===== src/rtl/serdes_pkg.sv =====
// serdes_pkg: shared defaults and state encoding for the serial deserializer.
package serdes_pkg;
   localparam logic [7:0] COM_DEF        = 8'hBC;
   localparam int         LOCK_COUNT_DEF = 4;
   localparam int         DK_TIMEOUT_DEF = 16;
   typedef enum logic [1:0] {SEARCH = 2'd0, LOCKING = 2'd1, ACTIVE = 2'd2} state_t;
endpackage


===== src/rtl/sync_fsm.sv =====
// sync_fsm: alignment state machine with COM lock counter and DK inactivity timeout.
module sync_fsm
   import serdes_pkg::*;
#(
   parameter int LOCK_COUNT = LOCK_COUNT_DEF,
   parameter int DK_TIMEOUT = DK_TIMEOUT_DEF
) (
   input  logic   clk,
   input  logic   reset_L,
   input  logic   dk,
   input  logic   com_hit,
   input  logic   boundary,
   output state_t state,
   output logic   active
);
   localparam int CW = $clog2(LOCK_COUNT + 1);
   localparam int IW = $clog2(DK_TIMEOUT + 1);
   logic [CW-1:0] com_cnt;
   logic [IW-1:0] dk_idle;
   always_ff @(posedge clk or negedge reset_L) begin
      if (!reset_L) begin
         state   <= SEARCH;
         com_cnt <= '0;
         dk_idle <= '0;
         active  <= 1'b0;
      end else begin
         dk_idle <= dk ? '0 : (dk_idle == IW'(DK_TIMEOUT) ? dk_idle : dk_idle + 1'b1);
         // the edge on which dk_idle reaches DK_TIMEOUT is the one that drops lock
         if (!dk && state != SEARCH && dk_idle == IW'(DK_TIMEOUT - 1)) begin
            state   <= SEARCH;
            com_cnt <= '0;
            active  <= 1'b0;
         end else if (dk) begin
            case (state)
               SEARCH: if (com_hit) begin
                  state   <= LOCKING;
                  com_cnt <= CW'(1);
               end
               LOCKING: if (boundary) begin
                  if (!com_hit) begin
                     state   <= SEARCH;
                     com_cnt <= '0;
                  end else if (com_cnt == CW'(LOCK_COUNT - 1)) begin
                     state   <= ACTIVE;
                     com_cnt <= CW'(LOCK_COUNT);
                     active  <= 1'b1;
                  end else begin
                     com_cnt <= com_cnt + 1'b1;
                  end
               end
               ACTIVE: ;
               default: begin
                  state   <= SEARCH;
                  com_cnt <= '0;
                  active  <= 1'b0;
               end
            endcase
         end
      end
   end
endmodule


===== src/rtl/deserializador_sync.sv =====
// deserializador_sync: MSB-first serial-to-byte converter with COM-based alignment,
// lock detection and DK inactivity timeout.
module deserializador_sync
   import serdes_pkg::*;
#(
   parameter logic [7:0] COM        = COM_DEF,
   parameter int         LOCK_COUNT = LOCK_COUNT_DEF,
   parameter int         DK_TIMEOUT = DK_TIMEOUT_DEF
) (
   input  logic       clk,
   input  logic       reset_L,
   input  logic       in,
   input  logic       DK,
   output logic [7:0] data_out,
   output logic       valid_out,
   output logic       active
);
   logic [7:0] sr;
   logic [7:0] cand;
   logic [2:0] bit_cnt;
   logic       com_hit;
   logic       boundary;
   logic       emit;
   state_t     state;
   assign cand     = {sr[6:0], in};
   assign com_hit  = cand == COM;
   assign boundary = bit_cnt == 3'd7;
   assign emit     = DK && boundary && state == ACTIVE && !com_hit;
   sync_fsm #(.LOCK_COUNT(LOCK_COUNT), .DK_TIMEOUT(DK_TIMEOUT)) u_fsm (
      .clk      (clk),
      .reset_L  (reset_L),
      .dk       (DK),
      .com_hit  (com_hit),
      .boundary (boundary),
      .state    (state),
      .active   (active)
   );
   always_ff @(posedge clk or negedge reset_L) begin
      if (!reset_L) begin
         sr        <= 8'h00;
         bit_cnt   <= 3'd0;
         data_out  <= 8'h00;
         valid_out <= 1'b0;
      end else begin
         valid_out <= emit;
         if (DK) begin
            sr      <= cand;
            // a COM seen while searching defines the new byte phase
            bit_cnt <= (state == SEARCH && com_hit) ? 3'd0 : bit_cnt + 3'd1;
         end
         if (emit) data_out <= cand;
      end
   end
endmodule


===== config.mk =====
export PLATFORM = sky130hd
export DESIGN_NAME = deserializador_sync
export DESIGN_NICKNAME = d
export VERILOG_FILES = /design/src/rtl/serdes_pkg.sv /design/src/rtl/sync_fsm.sv /design/src/rtl/deserializador_sync.sv
export SDC_FILE = /design/constraint.sdc
export NUM_CORES = 1
export LEC_CHECK = 0
export ABC_AREA = 1
export ABC_CLOCK_PERIOD_IN_PS = 1900
export CAP_MARGIN = 20
export CORE_ASPECT_RATIO = 1.4
export CORE_UTILIZATION = 50
export DETAILED_ROUTE_END_ITERATION = 6
export PLACE_DENSITY = 0.74
export SLEW_MARGIN = 15
export SYNTH_ARGS = -nofsm -noshare
export SYNTH_HDL_FRONTEND = slang
export SYNTH_SLANG_ARGS = --single-unit

===== constraint.sdc =====
create_clock -name clk -period 1.9 [get_ports clk]
set_clock_uncertainty 0.2 [all_clocks]
set_input_delay 0.38 -clock clk [delete_from_list [all_inputs] [get_ports clk]]
set_output_delay 0.38 -clock clk [all_outputs]
set_load 0.1 [all_outputs]

### After elaboration in Yosys (flattened, before gate mapping)

Index checks and enable logic that the tools add are counted.

| operators by class | value |
|---|---|
| reduce and logical (&&, ||, !) cells | 15 |
| magnitude comparators | 0 |
| div/mod/pow operators | 0 |
| shifts and indexed selects | 0 |
| equality and inequality tests | 15 |
| $mul | 0 |
| muxes and demuxes | 23 |
| bitwise gates (word level) | 0 |
| $add $sub $neg | 3 |

Operator list:

| kind | number |
|---|---|
| $mux W3 | 7 |
| $mux W2 | 6 |
| $mux W5 | 2 |
| $reduce_and A5 Y1 | 2 |
| $ne A3 B2 Y1 const B | 3 |
| $pmux W3 S3 | 1 |
| $eq A8 B8 Y1 const B | 1 |
| $add A3 B1 Y3 const B | 2 |
| $logic_and A1 B1 Y1 | 6 |
| $pmux W2 S3 | 1 |
| $add A5 B1 Y5 const B | 1 |
| $eq A5 B4 Y1 const B | 1 |
| $eq A5 B5 Y1 const B | 1 |
| $mux W1 | 5 |
| $ne A2 B1 Y1 const B | 2 |
| $ne A4 B2 Y1 const B | 1 |
| $reduce_and A4 Y1 | 1 |
| $reduce_bool A2 Y1 | 2 |
| $eq A3 B2 Y1 const B | 1 |
| $eq A3 B3 Y1 const B | 1 |
| $ne A3 B1 Y1 const B | 1 |
| $eq A2 B1 Y1 const B | 1 |
| $eq A2 B2 Y1 const B | 1 |
| $logic_not A1 Y1 | 2 |
| 4 further kinds | 4 |

| word-level totals | value |
|---|---|
| memories | 0 |
| output and inout port bits | 10 |
| flip-flop bits (word level) | 30 |
| ROM bits | 0 |
| input bits | 4 |
| latch bits | 0 |
| RAM bits | 0 |

### Longest topological paths before layout

Gate-level depths: netlist of the first run.

| logic depth | value |
|---|---|
| depth after elaboration | 7 |
| mapped depth | 13 |

### Hierarchy

Synthesis of the first run repeated with hierarchy kept, for this count alone.

| second synthesis, totals | value |
|---|---|
| cell total of the unflattened synthesis | 182 |
| area, all modules | 1519.0 um^2 |

Modules (own cells, without submodules):

| module | area an instance (um^2) | cells each | sequential area each (um^2) | instances |
|---|---|---|---|---|
| deserializador_sync | 820.8 | 95 | 475.5 | 1 |
| sync_fsm | 698.2 | 87 | 275.3 | 1 |

### Worst setup path after synthesis of the first run

OpenSTA, ideal clock, no wires.

| path | value |
|---|---|
| kind | reg-to-reg |
| start | reg u_fsm.dk_idle[0] |
| end | reg u_fsm.state[1] |
| required time | 1.583 ns |
| data arrival time | 1.518 ns |
| stages on the path, launching flop included | 14 |
| period minus slack after synthesis | 1.835 ns |
| path buffers | 0 |
| path slack | 0.065 ns |
| cell sequence | dfrtp_1 ha_1 nand2_1 nor2_1 ha_1 inv_1 nor2_4 nand2_4 o21ai_2 nand2_2 nor2_4 nand2_2 nand2_1 nand2_1 |

| on the way | value |
|---|---|
| longest elaborated chain between the ends | 4 |
| elaborated cells between the ends (all ways) | 9 |

Ends and longest elaborated chain:

| item | RTL line | source |
|---|---|---|
| from (decl) | sync_fsm.sv:19 | `logic [IW-1:0] dk_idle;` |
| from (signal assigned) | sync_fsm.sv:27 | `dk_idle <= dk ? '0 : (dk_idle == IW'(DK_TIMEOUT) ? dk_idle : dk_idle + 1'b1);` |
| $eq A5 B4 Y1 * | sync_fsm.sv:29 | `if (!dk && state != SEARCH && dk_idle == IW'(DK_TIMEOUT - 1)) begin` |
| $logic_and A1 B1 Y1 * | sync_fsm.sv:29 |  |
| $ne A4 B2 Y1 (no line), or another cell as far along | - |  |
| $reduce_and A5 Y1 (no line) | - |  |
| to (signal assigned) | sync_fsm.sv:30 | `state <= SEARCH;` |
| to (signal assigned) | sync_fsm.sv:36 | `state <= LOCKING;` |
| to (signal assigned) | sync_fsm.sv:41 | `state <= SEARCH;` |
| to (decl) | sync_fsm.sv:13 | `output state_t state,` |

Mark *: on every way between the ends. The rest lies on a longest branch, timed or not.
A chain may end at the register's enable or synchronous reset.

### Final worst setup path of the first run

| path | value |
|---|---|
| start | reg u_fsm.dk_idle[1] |
| end | reg u_fsm.state[0] |

The elaborated chain is that of the path after synthesis.

==> results of run 1 <==
[per-layer routing]
metal	vias to the layer above	track usage	routed length, µm
met1	590	0.204	1140
met3	8	0.0457	105
met2	31	0.386	1700
met4	0	0.151	85
met5	-	0	0
li1	605	-	-
[timing repair]
| action | 4_1_cts | 5_1_grt |
|---|---|---|
| pin swaps | 3 | 3 |
| setup buffers | 4 | 2 |
| setup endpoints to repair | 6 | 6 |
| endpoints found under the hold margin | 0 | 0 |
| cloned | 0 | 0 |
| resized for setup | 3 | 6 |
[final timing paths]
path	from	to	depth (start not counted)
worst min-delay path	reset_L	data_out[1]	2
worst min register to register	bit_cnt[1]	bit_cnt[1]	2
max in group asynchronous	reset_L	u_fsm.state[0]	2
min in group clk	bit_cnt[1]	bit_cnt[1]	2
worst max-delay path	u_fsm.dk_idle[1]	u_fsm.state[0]	13
worst max register to register	u_fsm.dk_idle[1]	u_fsm.state[0]	13
[per-stage QoR]
step	cells	power [mW]	worst slack, ps
3_5_place_dp	228	1.23	-116
6_report	242	1.78	-67.3
5_1_grt	242	1.88	-208
4_1_cts	240	1.77	-45.9
3_3_place_gp	228	1.20	-46.7
2_1_floorplan	171	1.09	65.5
[state kept, by name, indices dropped and copies added, names as in the netlist]
register,cells
u_fsm.com_cnt,3
u_fsm.state,2
valid_out,1
u_fsm.dk_idle,5
data_out,8
u_fsm.active,1
bit_cnt,3
sr,7
[power groups by stage]
stage	combinational (mW)	clock, mW	sequential, mW
final	0.465	0.531	0.786
after global routing	0.523	0.562	0.793
after CTS	0.448	0.541	0.781
after detailed placement	0.437	0	0.792
after global placement	0.415	0	0.789
after floorplan	0.256	0	0.838
[worst max-delay path, cell delays in order, from the launching register on]
cell     delay (ps)
dfrtp_1         350
ha_2            190
nand2_2          60
nor2_2           80
ha_2            190
inv_2            50
nor2_4          110
nand2_4          80
o21ai_2          70
nand2_2          80
nor2_4          200
nand2_2          70
nand2_1          70
nand2_1          50
[layout make-up]
type / count / share of cell area
multi-input combinational: 111 / 0.326
timing repair buffer: 29 / 0.181
tap: 37 / 0.0231
clock buffer: 7 / 0.0430
clock inverter: 1 / 0.00249
inverter: 27 / 0.0505
sequential: 30 / 0.374
[logic make-up after synthesis]
| group | synth area share |
|---|---|
| and+or+nand+nor | 0.241 |
| buffers and inverters | 0.0849 |
| DFF | 0.499 |
| AOI/OAI and AO/OA | 0.116 |
| adders and majority gates | 0.0582 |
[Yosys cell counts (all sizes together)]
cell type / n
a21oi: 6
buf: 2
clkbuf: 1
clkinv: 1
dfrtp: 30
ha: 7
inv: 26
nand2: 48
nand3: 9
nand3b: 1
nand4: 3
nor2: 13
nor3: 1
o21ai: 23
==> reports/metrics.cfg, run 1 <==
[run_status]
status = finished with violations
violations = setup timing

[clock_network]
clkTransAtPathRegs_ps = 60
cts_hold_buffers = 0
cts_buffer_depth = 2
cts_num_sinks = 30
cts_max_level = 2
numCtsBuffers = 5
clk_latency_ps = 280
cts_tree = yes
cts_root_buf = clkbuf_8

[synthesis]
synthTopCellsByArea = dfrtp_1 50%, nand2_1 11%, ha_1 5.8%
syn_area_per_cell_um2 = 8.79
seq_area_frac_synth = 0.499
postSynthCellCount = 171
synth_area_leader_cell = dfrtp_1
synth_cell_types = 22
synth_top_area_share = 0.499
netlist_area_um2 = 1500
synth_nets = 182
yosys_warnings = 0
synth_seq_cells = 30

[drt]
drc = 0
routed_wl_um = 3030
drt-wirelength-per-cell_um = 12.5
avgViaCountPerCell = 5.10
ant_nets = 0
detail_route.first_pass.iterations = 4
drt_iter0_drc = 29
vias = 1234

[grt]
grt-ovfl-total = 0
grt_max_degree = 31
antenna_found_initial = 0
grt_pass1_wl_um = 4900
first_global_vias = 1163
grt_use_total = 0.208

[cells_and_area]
drive_gt1_frac = 0.317
final_net_count = 215
fin_util = 0.704
final_cell_mix = 42 x nand2_1, 30 x dfrtp_1, 19 x inv_1
n_antenna_cell = 0
nFillCells = 211
fin_area_um2 = 2010
areaGrowthSynthToFinish_pct = 33.4
final_common_cell = nand2_1
multiInputGateArea_um2 = 654
seqCellArea_um2 = 751

[sta]
relSlewSlack = 0.746
fmax_mhz = 508
hold_violations = 0
worst_pin_slew_ps = 381
final.min_clock_period_ps = 1970
rsz0062_at_grt = true
finalCritPeriodShare = 1.04
whs_ps = 289
final_max_slew_viol_count = 0
setup_slack_ps = -67.3
finalSetupViolations = 5
finalSetupTns_ps = -266

[placement]
place_area_um2 = 1840
port_buffers = 13
place_hpwl_um = 2140
place_congestion = 0.881

[floorplanning]
fp.dieW_um = 48.4
die_height_um = 66.9
dieArea_um2 = 3230
start_util = 0.528
io_pins = 14
core.rowCount = 23
core_area_um2 = 2850

[power]
power.internal_mw = 1.17
p_leak_nw = 0.984
swShare = 0.342
max-vdd-ir-drop_mv = 0.587
p_seq_frac = 0.441
combPwrFrac = 0.261
p_clk_frac = 0.298
powerDensity_nw_per_um2 = 888
switchingPower_mw = 0.609

[worst_setup_path]
crit_required_ps = 1870
cp-end-kind = flop
arrival_ps = 1940
rrSetupSlack_ps = -70
critPathKind = flop to flop
path_max_fanout = 7
cp-start-kind = flop

[hold_path]
min_path_type = primary input to async pin

[job]
drv_cap = 0

Note: power is estimated with default switching activity, not from simulation.
==> run 2: changes to the inputs <==
Settings changed: CORE_UTILIZATION 50 to 53, CTS_BUF_LIST set to sky130_fd_sc_hd__clkbuf_8, PLACE_DENSITY 0.74 to 0.77.
==> reports/metrics.cfg, run 2 (synthesis gave the netlist of run 1 again) <==
[drt]
ant_nets = 0  ; unchanged
drt-wirelength-per-cell_um = 12.2  ; was 12.5 µm
routed_wl_um = 2990  ; was 3030 µm
detail_route.first_pass.iterations = 4  ; unchanged
avgViaCountPerCell = 5.09  ; was 5.10
drc = 0  ; unchanged
vias = 1242  ; was 1234
drt_iter0_drc = 48  ; was 29

[floorplanning]
dieArea_um2 = 3060  ; was 3230 µm²
die_height_um = 65.0  ; was 66.9 µm
start_util = 0.563  ; was 0.528
core.rowCount = 22  ; was 23
core_area_um2 = 2670  ; was 2850 µm²
io_pins = 14  ; unchanged
fp.dieW_um = 47.0  ; was 48.4 µm

[power]
p_clk_frac = 0.318  ; was 0.298
swShare = 0.328  ; was 0.342
power.internal_mw = 1.25  ; was 1.17 mW
powerDensity_nw_per_um2 = 917  ; was 888 nW/µm²
p_seq_frac = 0.422  ; was 0.441
p_leak_nw = 1.00  ; was 0.984 nW
max-vdd-ir-drop_mv = 0.806  ; was 0.587 mV
switchingPower_mw = 0.611  ; was 0.609 mW
combPwrFrac = 0.260  ; was 0.261

[sta]
hold_violations = 0  ; unchanged
setup_slack_ps = -34.1  ; was -67.3 ps
worst_pin_slew_ps = 371  ; was 381 ps
fmax_mhz = 517  ; was 508 MHz
relSlewSlack = 0.753  ; was 0.746
finalSetupTns_ps = -128  ; was -266 ps
final.min_clock_period_ps = 1930  ; was 1970 ps
final_max_slew_viol_count = 0  ; unchanged
finalCritPeriodShare = 1.02  ; was 1.04
whs_ps = 279  ; was 289 ps
finalSetupViolations = 5  ; unchanged
rsz0062_at_grt = true  ; unchanged

[run_status]
status = finished with violations  ; unchanged
violations = setup timing  ; unchanged

[cells_and_area]
areaGrowthSynthToFinish_pct = 34.9  ; was 33.4%
top_regs = data_out x8, sr x7, u_fsm.dk_idle x5  ; unchanged
n_antenna_cell = 0  ; unchanged
final_common_cell = nand2_1  ; unchanged
drive_gt1_frac = 0.322  ; was 0.317
final_net_count = 218  ; was 215
final_cell_mix = 43 x nand2_1, 30 x dfrtp_1, 19 x inv_1, 19 x buf_4, 14 x o21ai_0  ; was 42 x nand2_1, 30 x dfrtp_1, 19 x inv_1
regMostFlops = data_out  ; unchanged
nFillCells = 190  ; was 211
largest_reg_flops = 8  ; unchanged

[grt]
grt_use_total = 0.242  ; was 0.208
antenna_found_initial = 0  ; unchanged
grt_pass1_wl_um = 5090  ; was 4900 µm
grt-ovfl-total = 0  ; unchanged
grt_max_degree = 31  ; unchanged
first_global_vias = 1234  ; was 1163

[worst_setup_path]
critPathKind = flop to flop  ; unchanged
cp-start-kind = flop  ; unchanged
arrival_ps = 1900  ; was 1940 ps
crit_required_ps = 1870  ; about the same
cp-end-kind = flop  ; unchanged
path_max_fanout = 7  ; unchanged

[placement]
port_buffers = 13  ; unchanged
place_congestion = 0.833  ; was 0.881
post-place-ws_ps = -127  ; was -116 ps
place_hpwl_um = 2120  ; was 2140 µm

[clock_network]
numCtsBuffers = 5  ; unchanged
cts_tree = yes  ; unchanged
cts_max_level = 2  ; unchanged
cts_buffer_depth = 2  ; unchanged
clkTransAtPathRegs_ps = 60  ; about the same
clk_latency_ps = 280  ; about the same
cts_root_buf = clkbuf_8  ; unchanged
cts_num_sinks = 30  ; unchanged

[hold_path]
min_path_type = primary input to async pin  ; unchanged

[job]
drv_cap = 0  ; unchanged

-- run 2: area by class of cell --
| class | count | area (µm²) | area share |
|---|---|---|---|
| multi-input combinational | 111 | 649 | 0.320 |
| sequential | 30 | 751 | 0.370 |
| clock buffer | 8 | 110 | 0.0543 |
| tap | 36 | 45.0 | 0.0222 |
| inverter | 27 | 101 | 0.0499 |
| timing repair buffer | 32 | 373 | 0.184 |
-- run 2: metrics by stage --
step | cells | util | total power, mW | cell area, µm²
2_1_floorplan | 171 | - | 1.09 | 1500
3_3_place_gp | 228 | 0.687 | 1.20 | 1840
3_5_place_dp | 228 | 0.687 | 1.24 | 1840
4_1_cts | 241 | 0.745 | 1.85 | 1990
5_1_grt | 244 | 0.760 | 1.96 | 2030
6_report | 244 | 0.760 | 1.86 | 2030
-- run 2: what timing repair did --
action / 4_1_cts / 5_1_grt
setup endpoints to repair: 6 / 6
setup buffers: 5 / 3
pin swaps: 3 / 1
hold buffers: 0 / 0
resized for setup: 3 / 4
-- run 2: worst max-delay path, cell delays in order (launching register included) --
cell and delay [ps]:
dfrtp_1 360, ha_2 190, nand2_1 60, nor2_1 90, ha_2 190, inv_2 50, nor2_4 110, nand2_4 80
o21ai_2 60, nand2_2 70, nor2_4 170, inv_2 70, nand2_1 60, nand2_1 50
-- run 2: power groups by stage --
stage          clock network (mW)  registers [mW]  logic, mW
2_1_floorplan                   0           0.838      0.256
3_3_place_gp                    0           0.787      0.416
3_5_place_dp                    0           0.795      0.443
4_1_cts                     0.608           0.784      0.455
5_1_grt                     0.627           0.793      0.537
6_report                    0.592           0.786      0.484
-- run 2: layer usage --
metal	GRT usage	wire, µm	vias up
met3	0.0696	114	9
met4	0.143	99	0
met5	0	0	-
met1	0.234	1110	590
li1	-	-	614
met2	0.425	1670	29
-- run 2: worst paths after layout --
| kind | slack (ps) | end | cells past startpoint | start |
|---|---|---|---|---|
| hold reg to reg | 300 | u_fsm.com_cnt[1] | 2 | u_fsm.com_cnt[1] |
| min in group clk | 300 | u_fsm.com_cnt[1] | 2 | u_fsm.com_cnt[1] |
| setup / recovery | -30 | u_fsm.com_cnt[2] | 13 | u_fsm.dk_idle[1] |
| hold / removal | 280 | u_fsm.dk_idle[0] | 2 | reset_L |
| setup reg to reg | -30 | u_fsm.com_cnt[2] | 13 | u_fsm.dk_idle[1] |
| max in group asynchronous | 950 | u_fsm.dk_idle[3] | 2 | reset_L |
